`src/rtl/ddr3_init_pkg.sv`:
```
// ddr3_init_pkg
// Shared definitions for the DDR3 power-up initialisation sequencer:
//   - state_t      : sequencer state encoding
//   - cmd_t        : {ras, cas, we} command-line encoding, plus the
//                    NOP / DESELECT / MRS / ZQCL constants
//   - MR_ORDER     : order in which mode registers are programmed (2,3,1,0)
//   - helper functions for the MR order lookup and timer sizing
package ddr3_init_pkg;

    typedef enum logic [3:0] {
        IDLE     = 4'd0,
        RST_HOLD = 4'd1,
        CKE_WAIT = 4'd2,
        XPR_WAIT = 4'd3,
        MR_ISSUE = 4'd4,
        MR_WAIT  = 4'd5,
        ZQ_ISSUE = 4'd6,
        ZQ_WAIT  = 4'd7,
        DONE     = 4'd8
    } state_t;

    typedef struct packed {
        logic ras;
        logic cas;
        logic we;
    } cmd_t;

    // DESELECT and NOP share the command-line pattern; they differ only in
    // whether chip selects are asserted.
    localparam cmd_t CMD_NOP      = 3'b111;
    localparam cmd_t CMD_DESELECT = 3'b111;
    localparam cmd_t CMD_MRS      = 3'b000;
    localparam cmd_t CMD_ZQCL     = 3'b110;

    // ZQCL is distinguished from ZQCS by a[10]=1.
    localparam logic [13:0] ZQCL_ADDR = 14'h0400;

    // Mode-register issue order, slot 0 in the low bits: MR2, MR3, MR1, MR0.
    localparam logic [11:0] MR_ORDER = {3'd0, 3'd1, 3'd3, 3'd2};

    // Bank address (mode register index) programmed in issue slot idx.
    function automatic logic [2:0] mr_order_ba(input logic [1:0] idx);
        logic [2:0] ba;
        case (idx)
            2'd0:    ba = MR_ORDER[2:0];
            2'd1:    ba = MR_ORDER[5:3];
            2'd2:    ba = MR_ORDER[8:6];
            2'd3:    ba = MR_ORDER[11:9];
            default: ba = 3'd0;
        endcase
        return ba;
    endfunction

    function automatic int max2(input int x, input int y);
        return (x > y) ? x : y;
    endfunction

    // Timer is loaded with (T - 1), so it must hold values up to max_t - 1.
    function automatic int timer_width(input int max_t);
        return (max_t < 2) ? 1 : $clog2(max_t);
    endfunction

endpackage

```
`src/rtl/ddr3_wait_timer.sv`:
```
// ddr3_wait_timer
// Loadable down-counter used for every timed wait of the sequencer.
// Ports:
//   clk   : clock, rising edge
//   reset : synchronous active-high reset, clears the count
//   load  : load value into the counter this cycle
//   value : count to load (a wait of N cycles is loaded as N-1)
//   done  : high while the count is zero
module ddr3_wait_timer #(
    parameter int W = 8
) (
    input  logic         clk,
    input  logic         reset,
    input  logic         load,
    input  logic [W-1:0] value,
    output logic         done
);

    logic [W-1:0] count_r;

    // Count register: load has priority, otherwise decrement and hold at zero.
    always_ff @(posedge clk) begin
        if (reset) begin
            count_r <= {W{1'b0}};
        end else if (load) begin
            count_r <= value;
        end else if (count_r != {W{1'b0}}) begin
            count_r <= count_r - W'(1);
        end else begin
            count_r <= count_r;
        end
    end

    assign done = (count_r == {W{1'b0}});

endmodule

```
`src/rtl/ddr3_init_seq.sv`:
```
// ddr3_init_seq
// DDR3 power-up initialisation sequencer. A rising edge on initddr (from
// IDLE or DONE) runs: reset hold, CKE wait, tXPR wait, then per rank the
// MRS MR2/MR3/MR1/MR0 and ZQCL commands with the required spacing.
// Ports:
//   clk, reset          : clock and synchronous active-high reset
//   initddr             : level request, rising edge starts a sequence
//   ready / busy        : sequence complete / sequence running
//   resetbar, cke       : DRAM reset and clock enable
//   csbar[RANKS-1:0]    : per-rank chip selects, active low
//   rasbar/casbar/webar : command lines
//   ba, a               : bank address / address
//   odt                 : on-die termination, always 0
// All outputs are registered and reflect the state held during the
// previous cycle, so every phase appears on the pins one cycle after the
// state register enters it.
module ddr3_init_seq
    import ddr3_init_pkg::*;
#(
    parameter int          RANKS    = 1,
    parameter int          T_RESET  = 320000,
    parameter int          T_CKE    = 800000,
    parameter int          T_XPR    = 180,
    parameter int          T_MRD    = 4,
    parameter int          T_MOD    = 12,
    parameter int          T_ZQINIT = 512,
    parameter logic [13:0] MR0      = 14'h0,
    parameter logic [13:0] MR1      = 14'h0,
    parameter logic [13:0] MR2      = 14'h0,
    parameter logic [13:0] MR3      = 14'h0
) (
    input  logic             clk,
    input  logic             reset,
    input  logic             initddr,
    output logic             ready,
    output logic             busy,
    output logic             resetbar,
    output logic             cke,
    output logic [RANKS-1:0] csbar,
    output logic             rasbar,
    output logic             casbar,
    output logic             webar,
    output logic [2:0]       ba,
    output logic [13:0]      a,
    output logic             odt
);

    localparam int T_MAX = max2(max2(max2(T_RESET, T_CKE), max2(T_XPR, T_MRD)),
                                max2(T_MOD, T_ZQINIT));
    localparam int TW    = timer_width(T_MAX);

    // Every wait of N cycles is loaded as N-1 on entry to the state.
    localparam logic [TW-1:0] LD_RESET = TW'(T_RESET - 1);
    localparam logic [TW-1:0] LD_CKE   = TW'(T_CKE - 1);
    localparam logic [TW-1:0] LD_XPR   = TW'(T_XPR - 1);
    localparam logic [TW-1:0] LD_MRD   = TW'(T_MRD - 1);
    localparam logic [TW-1:0] LD_MOD   = TW'(T_MOD - 1);
    localparam logic [TW-1:0] LD_ZQ    = TW'(T_ZQINIT - 1);

    localparam logic [1:0]       LAST_RANK = 2'(RANKS - 1);
    localparam logic [1:0]       LAST_MR   = 2'd3;
    localparam logic [RANKS-1:0] RANK0_SEL = RANKS'(1);

    if (RANKS < 1 || RANKS > 4 || T_RESET < 1 || T_CKE < 1 || T_XPR < 1 ||
        T_MRD < 1 || T_MOD < 1 || T_ZQINIT < 1) begin : g_param_check
        $error("ddr3_init_seq: RANKS must be 1..4 and every T_* at least 1");
    end

    state_t           state_r;
    state_t           state_s;
    logic [1:0]       rank_r;
    logic [1:0]       rank_s;
    logic [1:0]       mr_idx_r;
    logic [1:0]       mr_idx_s;
    logic             initddr_r;
    logic             start_s;
    logic             load_s;
    logic [TW-1:0]    load_val_s;
    logic             wait_done_s;

    logic             ready_s;
    logic             busy_s;
    logic             resetbar_s;
    logic             cke_s;
    logic [RANKS-1:0] csbar_s;
    cmd_t             cmd_s;
    logic [2:0]       ba_s;
    logic [13:0]      a_s;

    function automatic logic [13:0] mr_value(input logic [2:0] idx);
        logic [13:0] v;
        case (idx)
            3'd0:    v = MR0;
            3'd1:    v = MR1;
            3'd2:    v = MR2;
            3'd3:    v = MR3;
            default: v = 14'h0;
        endcase
        return v;
    endfunction

    ddr3_wait_timer #(
        .W(TW)
    ) u_timer (
        .clk   (clk),
        .reset (reset),
        .load  (load_s),
        .value (load_val_s),
        .done  (wait_done_s)
    );

    assign start_s = initddr & ~initddr_r;

    // Next-state logic; each transition into a timed state loads its wait.
    always_comb begin
        state_s    = state_r;
        rank_s     = rank_r;
        mr_idx_s   = mr_idx_r;
        load_s     = 1'b0;
        load_val_s = {TW{1'b0}};
        case (state_r)
            IDLE, DONE: begin
                if (start_s) begin
                    state_s    = RST_HOLD;
                    rank_s     = 2'd0;
                    mr_idx_s   = 2'd0;
                    load_s     = 1'b1;
                    load_val_s = LD_RESET;
                end else begin
                    state_s = state_r;
                end
            end
            RST_HOLD: begin
                if (wait_done_s) begin
                    state_s    = CKE_WAIT;
                    load_s     = 1'b1;
                    load_val_s = LD_CKE;
                end else begin
                    state_s = RST_HOLD;
                end
            end
            CKE_WAIT: begin
                if (wait_done_s) begin
                    state_s    = XPR_WAIT;
                    load_s     = 1'b1;
                    load_val_s = LD_XPR;
                end else begin
                    state_s = CKE_WAIT;
                end
            end
            XPR_WAIT: begin
                if (wait_done_s) begin
                    state_s    = MR_ISSUE;
                    mr_idx_s   = 2'd0;
                    load_s     = 1'b1;
                    load_val_s = LD_MRD;
                end else begin
                    state_s = XPR_WAIT;
                end
            end
            // The command cycle counts toward the spacing, so with a spacing
            // of one the issue state chains straight to the next command.
            MR_ISSUE, MR_WAIT: begin
                if (wait_done_s) begin
                    if (mr_idx_r == LAST_MR) begin
                        state_s    = ZQ_ISSUE;
                        load_s     = 1'b1;
                        load_val_s = LD_ZQ;
                    end else begin
                        state_s    = MR_ISSUE;
                        mr_idx_s   = mr_idx_r + 2'd1;
                        load_s     = 1'b1;
                        load_val_s = (mr_idx_s == LAST_MR) ? LD_MOD : LD_MRD;
                    end
                end else begin
                    state_s = MR_WAIT;
                end
            end
            ZQ_ISSUE, ZQ_WAIT: begin
                if (wait_done_s) begin
                    if (rank_r == LAST_RANK) begin
                        state_s = DONE;
                    end else begin
                        state_s    = MR_ISSUE;
                        rank_s     = rank_r + 2'd1;
                        mr_idx_s   = 2'd0;
                        load_s     = 1'b1;
                        load_val_s = LD_MRD;
                    end
                end else begin
                    state_s = ZQ_WAIT;
                end
            end
            default: begin
                state_s = IDLE;
            end
        endcase
    end

    // State, rank/MR counters and the registered copy of initddr.
    always_ff @(posedge clk) begin
        if (reset) begin
            state_r   <= IDLE;
            rank_r    <= 2'd0;
            mr_idx_r  <= 2'd0;
            initddr_r <= 1'b0;
        end else begin
            state_r   <= state_s;
            rank_r    <= rank_s;
            mr_idx_r  <= mr_idx_s;
            initddr_r <= initddr;
        end
    end

    // Pin values for the current state; IDLE matches the reset values.
    always_comb begin
        ready_s    = 1'b0;
        busy_s     = 1'b0;
        resetbar_s = 1'b0;
        cke_s      = 1'b0;
        csbar_s    = {RANKS{1'b1}};
        cmd_s      = CMD_DESELECT;
        ba_s       = 3'd0;
        a_s        = 14'h0;
        case (state_r)
            IDLE: begin
                busy_s = 1'b0;
            end
            RST_HOLD: begin
                busy_s = 1'b1;
            end
            CKE_WAIT: begin
                busy_s     = 1'b1;
                resetbar_s = 1'b1;
            end
            XPR_WAIT, MR_WAIT, ZQ_WAIT: begin
                busy_s     = 1'b1;
                resetbar_s = 1'b1;
                cke_s      = 1'b1;
                csbar_s    = {RANKS{1'b0}};
                cmd_s      = CMD_NOP;
            end
            MR_ISSUE: begin
                busy_s     = 1'b1;
                resetbar_s = 1'b1;
                cke_s      = 1'b1;
                csbar_s    = ~(RANK0_SEL << rank_r);
                cmd_s      = CMD_MRS;
                ba_s       = mr_order_ba(mr_idx_r);
                a_s        = mr_value(ba_s);
            end
            ZQ_ISSUE: begin
                busy_s     = 1'b1;
                resetbar_s = 1'b1;
                cke_s      = 1'b1;
                csbar_s    = ~(RANK0_SEL << rank_r);
                cmd_s      = CMD_ZQCL;
                a_s        = ZQCL_ADDR;
            end
            DONE: begin
                ready_s    = 1'b1;
                resetbar_s = 1'b1;
                cke_s      = 1'b1;
                csbar_s    = {RANKS{1'b0}};
                cmd_s      = CMD_NOP;
            end
            default: begin
                busy_s = 1'b0;
            end
        endcase
    end

    // Output registers.
    always_ff @(posedge clk) begin
        if (reset) begin
            ready    <= 1'b0;
            busy     <= 1'b0;
            resetbar <= 1'b0;
            cke      <= 1'b0;
            csbar    <= {RANKS{1'b1}};
            rasbar   <= 1'b1;
            casbar   <= 1'b1;
            webar    <= 1'b1;
            ba       <= 3'd0;
            a        <= 14'h0;
            odt      <= 1'b0;
        end else begin
            ready    <= ready_s;
            busy     <= busy_s;
            resetbar <= resetbar_s;
            cke      <= cke_s;
            csbar    <= csbar_s;
            rasbar   <= cmd_s.ras;
            casbar   <= cmd_s.cas;
            webar    <= cmd_s.we;
            ba       <= ba_s;
            a        <= a_s;
            odt      <= 1'b0;
        end
    end

endmodule

```
`config.mk`:
```
export PLATFORM = sky130hd
export DESIGN_NAME = ddr3_init_seq
export DESIGN_NICKNAME = d
export VERILOG_FILES = /design/src/rtl/ddr3_init_pkg.sv /design/src/rtl/ddr3_wait_timer.sv /design/src/rtl/ddr3_init_seq.sv
export SDC_FILE = /design/constraint.sdc
export NUM_CORES = 1
export LEC_CHECK = 0
export ABC_AREA = 1
export BUFFER_PORTS_ARGS = -buffer_cell sky130_fd_sc_hd__buf_2
export CAP_MARGIN = 5
export CELL_PAD_IN_SITES_DETAIL_PLACEMENT = 0
export CELL_PAD_IN_SITES_GLOBAL_PLACEMENT = 1
export CORE_ASPECT_RATIO = 0.5
export CORE_MARGIN = 3
export CORE_UTILIZATION = 40
export CTS_CLUSTER_DIAMETER = 30
export DETAILED_ROUTE_END_ITERATION = 16
export PLACE_DENSITY = 0.84
export SYNTH_ARGS = -nofsm -noshare
export SYNTH_HDL_FRONTEND = slang
export SYNTH_SLANG_ARGS = --single-unit
```
`constraint.sdc`:
```
create_clock -name clk -period 3.6 [get_ports clk]
set_clock_uncertainty 0.2 [all_clocks]
set_input_delay 0.54 -clock clk [delete_from_list [all_inputs] [get_ports clk]]
set_output_delay 0.54 -clock clk [all_outputs]
set_load 0.03 [all_outputs]
```
## Word level (Yosys, flattened, before mapping)

Cells that the tools add are included.

| storage, ports and cells | value |
|---|---|
| register bits after elaboration | 54 |
| output and inout port bits | 26 |
| word-level logic and storage cells | 105 |

| cells by class | value |
|---|---|
| add/sub/neg operators | 3 |
| eq/ne operators | 18 |
| shift-type cells | 1 |
| muxes and demuxes | 44 |
| bitwise logic cells | 4 |
| reductions and logical operators | 20 |

Operator list:

| cell | number |
|---|---|
| $pmux W20 S6 | 1 |
| $mux W20 | 3 |
| $mux W2 | 13 |
| $pmux W4 S6 | 1 |
| $logic_not A20 Y1 | 1 |
| $mux W4 | 5 |
| $reduce_bool A20 Y1 | 1 |
| $sub A20 B1 Y20 const B | 1 |
| $mux W19 | 1 |
| $mux W9 | 2 |
| $eq A4 B3 Y1 const B | 4 |
| $reduce_or A7 Y1 | 2 |
| $pmux W3 S4 | 1 |
| $mux W11 | 1 |
| $reduce_or A2 Y1 | 5 |
| $mux W1 | 9 |
| $eq A4 B2 Y1 const B | 2 |
| $mux W8 | 1 |
| $pmux W2 S4 | 1 |
| $reduce_and A7 Y1 | 1 |
| $eq A2 B2 Y1 const B | 3 |
| $ne A2 B1 Y1 const B | 3 |
| $ne A2 B2 Y1 const B | 3 |
| $pmux W3 S2 | 1 |
| 19 further kinds | 24 |

## Depth between registers and ports, before layout

| depth | value |
|---|---|
| depth in word-level cells | 7 |
| depth in mapped cells | 11 |
| mapped depth without buffers | 11 |

## Hierarchy

From an unflattened synthesis, not the netlist that was laid out.

| unflattened totals | value |
|---|---|
| cells, all modules | 343 |
| area total of the unflattened synthesis | 2428.6 µm² |

Modules (own cells, without submodules):

| module | instances | cells an instance | area each (µm²) | sequential area each (µm²) |
|---|---|---|---|---|
| ddr3_wait_timer | 1 | 194 | 1353.8 | 400.4 |
| ddr3_init_seq | 1 | 149 | 1074.8 | 380.4 |

## Least setup slack after synthesis

Ideal clock, no wire load.

| timing path | value |
|---|---|
| path kind | register -> register |
| start | register u_timer.count_r[0] |
| end | register state_r[0] |
| library setup time | 116 ps |
| data arrival time | 1595 ps |
| data required time | 3284 ps |
| setup slack | 1689 ps |
| stages on the path, launching flop included | 10 |
| period minus slack after synthesis | 1911 ps |
| cell sequence | dfxtp_1 > inv_1 > ha_1 > nand2_2 > nor2_8 > nand3_2 > buf_2 > nand2_1 > o21ai_0 > o211a_1 |

| between the ends | value |
|---|---|
| word-level cells in the longest chain between the ends | 3 |
| elaborated cells between the ends (all ways) | 7 |

RTL lines:

| what | RTL line | RTL |
|---|---|---|
| from (decl) | ddr3_wait_timer.sv:19 | `logic [W-1:0] count_r;` |
| from (signal assigned) | ddr3_wait_timer.sv:24 | `count_r <= {W{1'b0}};` |
| from (signal assigned) | ddr3_wait_timer.sv:26 | `count_r <= value;` |
| from (signal assigned) | ddr3_wait_timer.sv:28 | `count_r <= count_r - W'(1);` |
| $logic_not A20 Y1 * | ddr3_wait_timer.sv:34 | `assign done = (count_r == {W{1'b0}});` |
| $mux W4 (tied with other cells) | ddr3_init_seq.sv:180 | `if (wait_done_s) begin` |
| $pmux W4 S6 * | ddr3_init_seq.sv:121 | `case (state_r)` |
| to (signal assigned) | ddr3_init_seq.sv:208 | `state_r <= state_s;` |
| to (decl) | ddr3_init_seq.sv:69 | `state_t state_r;` |

Mark *: on every way between the ends. The rest lies on a longest branch, timed or not.
A chain may end at the register's enable or synchronous reset.

## Final worst setup path

| timing path | value |
|---|---|
| start | register u_timer.count_r[0] |
| end | register u_timer.count_r[11] |

| between the ends | value |
|---|---|
| word-level cells in the longest chain between the ends | 4 |
| elaborated cells between the ends (all ways) | 9 |

RTL lines:

| what |
|---|
| branches (longest 4 deep; another with $sub A20 B1 Y20) |

Several ways; the timed one is not identified. The select of a mux whose other input is x is not followed.

==> impl_results.md <==
* Core area at 5230 um^2
* Clk_lat worst skew at 0.29 ns
* Distinct cell type count after synthesis at 31
* Number of CTS-inserted buffers at 5
* Final setup vio count at 0
* Detailed Place HPWL at 3.85 mm
* Avg Inst Size Synth at 7.20 um^2
* Min Tclk post-route at 2.44 ns
* Residual DRC at 0
* Layout cell share with drive strength beyond 1 at 14.7%
* Seq/Total Area, Yosys at 33.9%
* CTS H-Tree Depth at 2
* Worst slack, placed at 1.22 ns
* Worst min-delay path class: in2reg
* Nets at 341
* Pwr Density at 562 nW/um^2
* Hold-fix buffers, CTS at 0
* Routed wire per std cell at 12.8 um
* Most common cell in the netlist: nand2_1
* Fin area at 2490 um^2
* Peak VDD IR at 0.000244 V
* Post-Synth Adder-Cell Area at 3.26%
* Final Worst Setup Slack at 1.16 ns
* Synth top area cells: dfxtp_1 34%, nand2_1 9.9%, nor2_1 9.6%, nand3_1 6.1%, buf_4 5.2%
* Unrepaired setup endpoints after global routing: no
* ANT cells at 0
* Largest net degree at the start of global routing at 18
* Die height at 59.7 um
* Syn Std Cell Area at 2300 um^2
* CP required at 3.58 ns
* Complex-gate fraction of the synthesized area at 6.68%
* Non-filler cells, final at 403
* Top_reg_cell synth: dfxtp_1
* Port Buffers at 13
* P&R area growth vs syn at 8.25%
* Critical path arrival at 2.42 ns
* First-pass GRT wire length at 8.69 mm
* DR iter-0 viols at 118
* Placed insts at 395
* Initial Util at 44.1%
* Synth Area in Simple Gates at 38.1%
* Vias in the first global route at 1815
* Max-cap check violation count at 0
* Clk sinks at 39
* TritonCTS clock tree: built
* Max clock buf depth at 2
* Slew Limit Fails at 0
* Post-CTS sizing at 0
* Synth Area in XOR/XNOR at 6.08%
* Crit start category: flip-flop
* Gpl congestion at 0.869
* Fin. Hold Viols at 0
* Area leader, netlist: dfxtp_1
* Fmax at 410 MHz
* Total track usage at 16.7%
* Setup_tns at 0 ns
* WL final at 5.16 mm
* CP Class: reg2reg
* Leak Pwr at 1.19 nW
* Yosys top cell area share at 33.9%
* Dpl cell area at 2350 um^2
* Number of detailed-route iterations in the first pass at 5
* Row count at 18
* Synth async-reset ratio at 0%
* CP max FO at 17
* Commonest cells post-synth: 61 x nand2_1, 59 x nor2_1, 39 x dfxtp_1
* Synth Warn # at 0
* Final ANT Viol Nets at 0
* Post-synth EDFFs at 0
* Mux cell area share after synthesis at 0%
* Post-DR vias/cell at 4.88
* Status: complete, no violations
* Die width at 113 um
* Seq cells post-synth at 39
* Syn Inst Count at 320
* Critical Path Sink Type: flip-flop
* Via Count at 1967
* Main combinational cell family by area after synthesis: simple AND/OR/NAND/NOR gates
* Fin crit share at 67.8%
* Ports at 29
* Global route overflow at 0
* Fillers at 501
* Clock transition at the registers of the reported paths at 0.06 ns
* Clk root buf: clkbuf_16
* Initial antenna violation count at 0
* Post-CTS Setup Repair Bufs at 0
* Die ar. at 6760 um^2
[area by class of cell]
| class | count | area (um^2) | area share (%) |
|---|---|---|---|
| multi-input combinational | 243 | 1300 | 52.3 |
| sequential | 39 | 781 | 31.3 |
| clock buffer | 5 | 125 | 5.02 |
| inverter | 30 | 113 | 4.51 |
| tap | 70 | 87.6 | 3.51 |
| timing repair buffer | 13 | 65.1 | 2.61 |
| clock inverter | 3 | 20.0 | 0.802 |
[metrics by stage]
step / hold slack, ns / utilization (%) / total power [mW]
finish: 0.270 / 47.7 / 1.40
global placement: 0.257 / 45.0 / 0.966
detailed placement: 0.267 / 45.0 / 0.966
global route: 0.291 / 47.7 / 1.49
floorplan: 0.226 / - / 0.897
CTS: 0.263 / 47.7 / 1.40
[layer usage]
layer	part of all wire [%]	global-route usage, %	vias to the layer above
li1	-	-	1005
met1	48	22.5	867
met2	41	25.3	88
met3	9.3	4.65	7
met4	1.9	7.71	0
met5	0	0	-
[power breakdown]
group          internal [mW]  switching (mW)
combinational          0.150           0.296
clock                  0.255           0.182
sequential             0.477          0.0434
[critical path: stages, from the launching register on]
cell     delay [ns]
dfxtp_1        0.33
inv_1          0.09
ha_1           0.29
nand2_2        0.16
nor2_8         0.19
nand3_2        0.36
nor2_2         0.26
nor2_4         0.12
and2_1         0.18
nand2_2        0.09
nor2_1         0.06
[cell families after synthesis]
logic type	count (synthesis)
flops	39
buf+inv	52
fa+ha+maj	6
simple gates	180
other cells	1
xor+xnor	16
compound gates	26
[cell usage in the layout (no fill, tap or decap), types with 2 or more instances in the layout]
cell         n
a21oi_2      5
nand3_1     28
a21oi_1     15
clkinvlp_4   2
dfxtp_1     39
inv_2        2
nor2_2       7
o21ai_0      5
xnor2_1      7
nor2_8       2
nand4_1      5
nand2_1     61
xor2_1       9
buf_2       13
nor2_4       4
nor3_1       3
nand2_2      2
inv_1       28
nor2_1      59
conb_1      15
clkbuf_16    5
ha_1         6
nand3_4      2
nand2_4      2
[sequential cells by signal (all words and copies together) (netlist names)]
signal,cells
u_timer.count_r,20
state_r,4
ba,2
mr_idx_r,2
rank_r,2
a,1
busy,1
cke,1
csbar,1
initddr_r,1
rasbar,1
ready,1
resetbar,1
webar,1
[final timing paths]
kind / slack [ns] / start / depth (start not counted) / end
setup / recovery: 1.16 / u_timer.count_r[0]$_SDFFE_PP0P_ / 10 / u_timer.count_r[11]$_SDFFE_PP0P_
hold / removal: 0.27 / initddr / 3 / initddr_r$_SDFF_PP0_
setup reg to reg: 1.16 / u_timer.count_r[0]$_SDFFE_PP0P_ / 10 / u_timer.count_r[11]$_SDFFE_PP0P_
hold reg to reg: 0.27 / state_r[3]$_SDFFE_PP0N_ / 1 / busy$_SDFF_PP0_
Note: power is estimated with default switching activity, not from simulation.
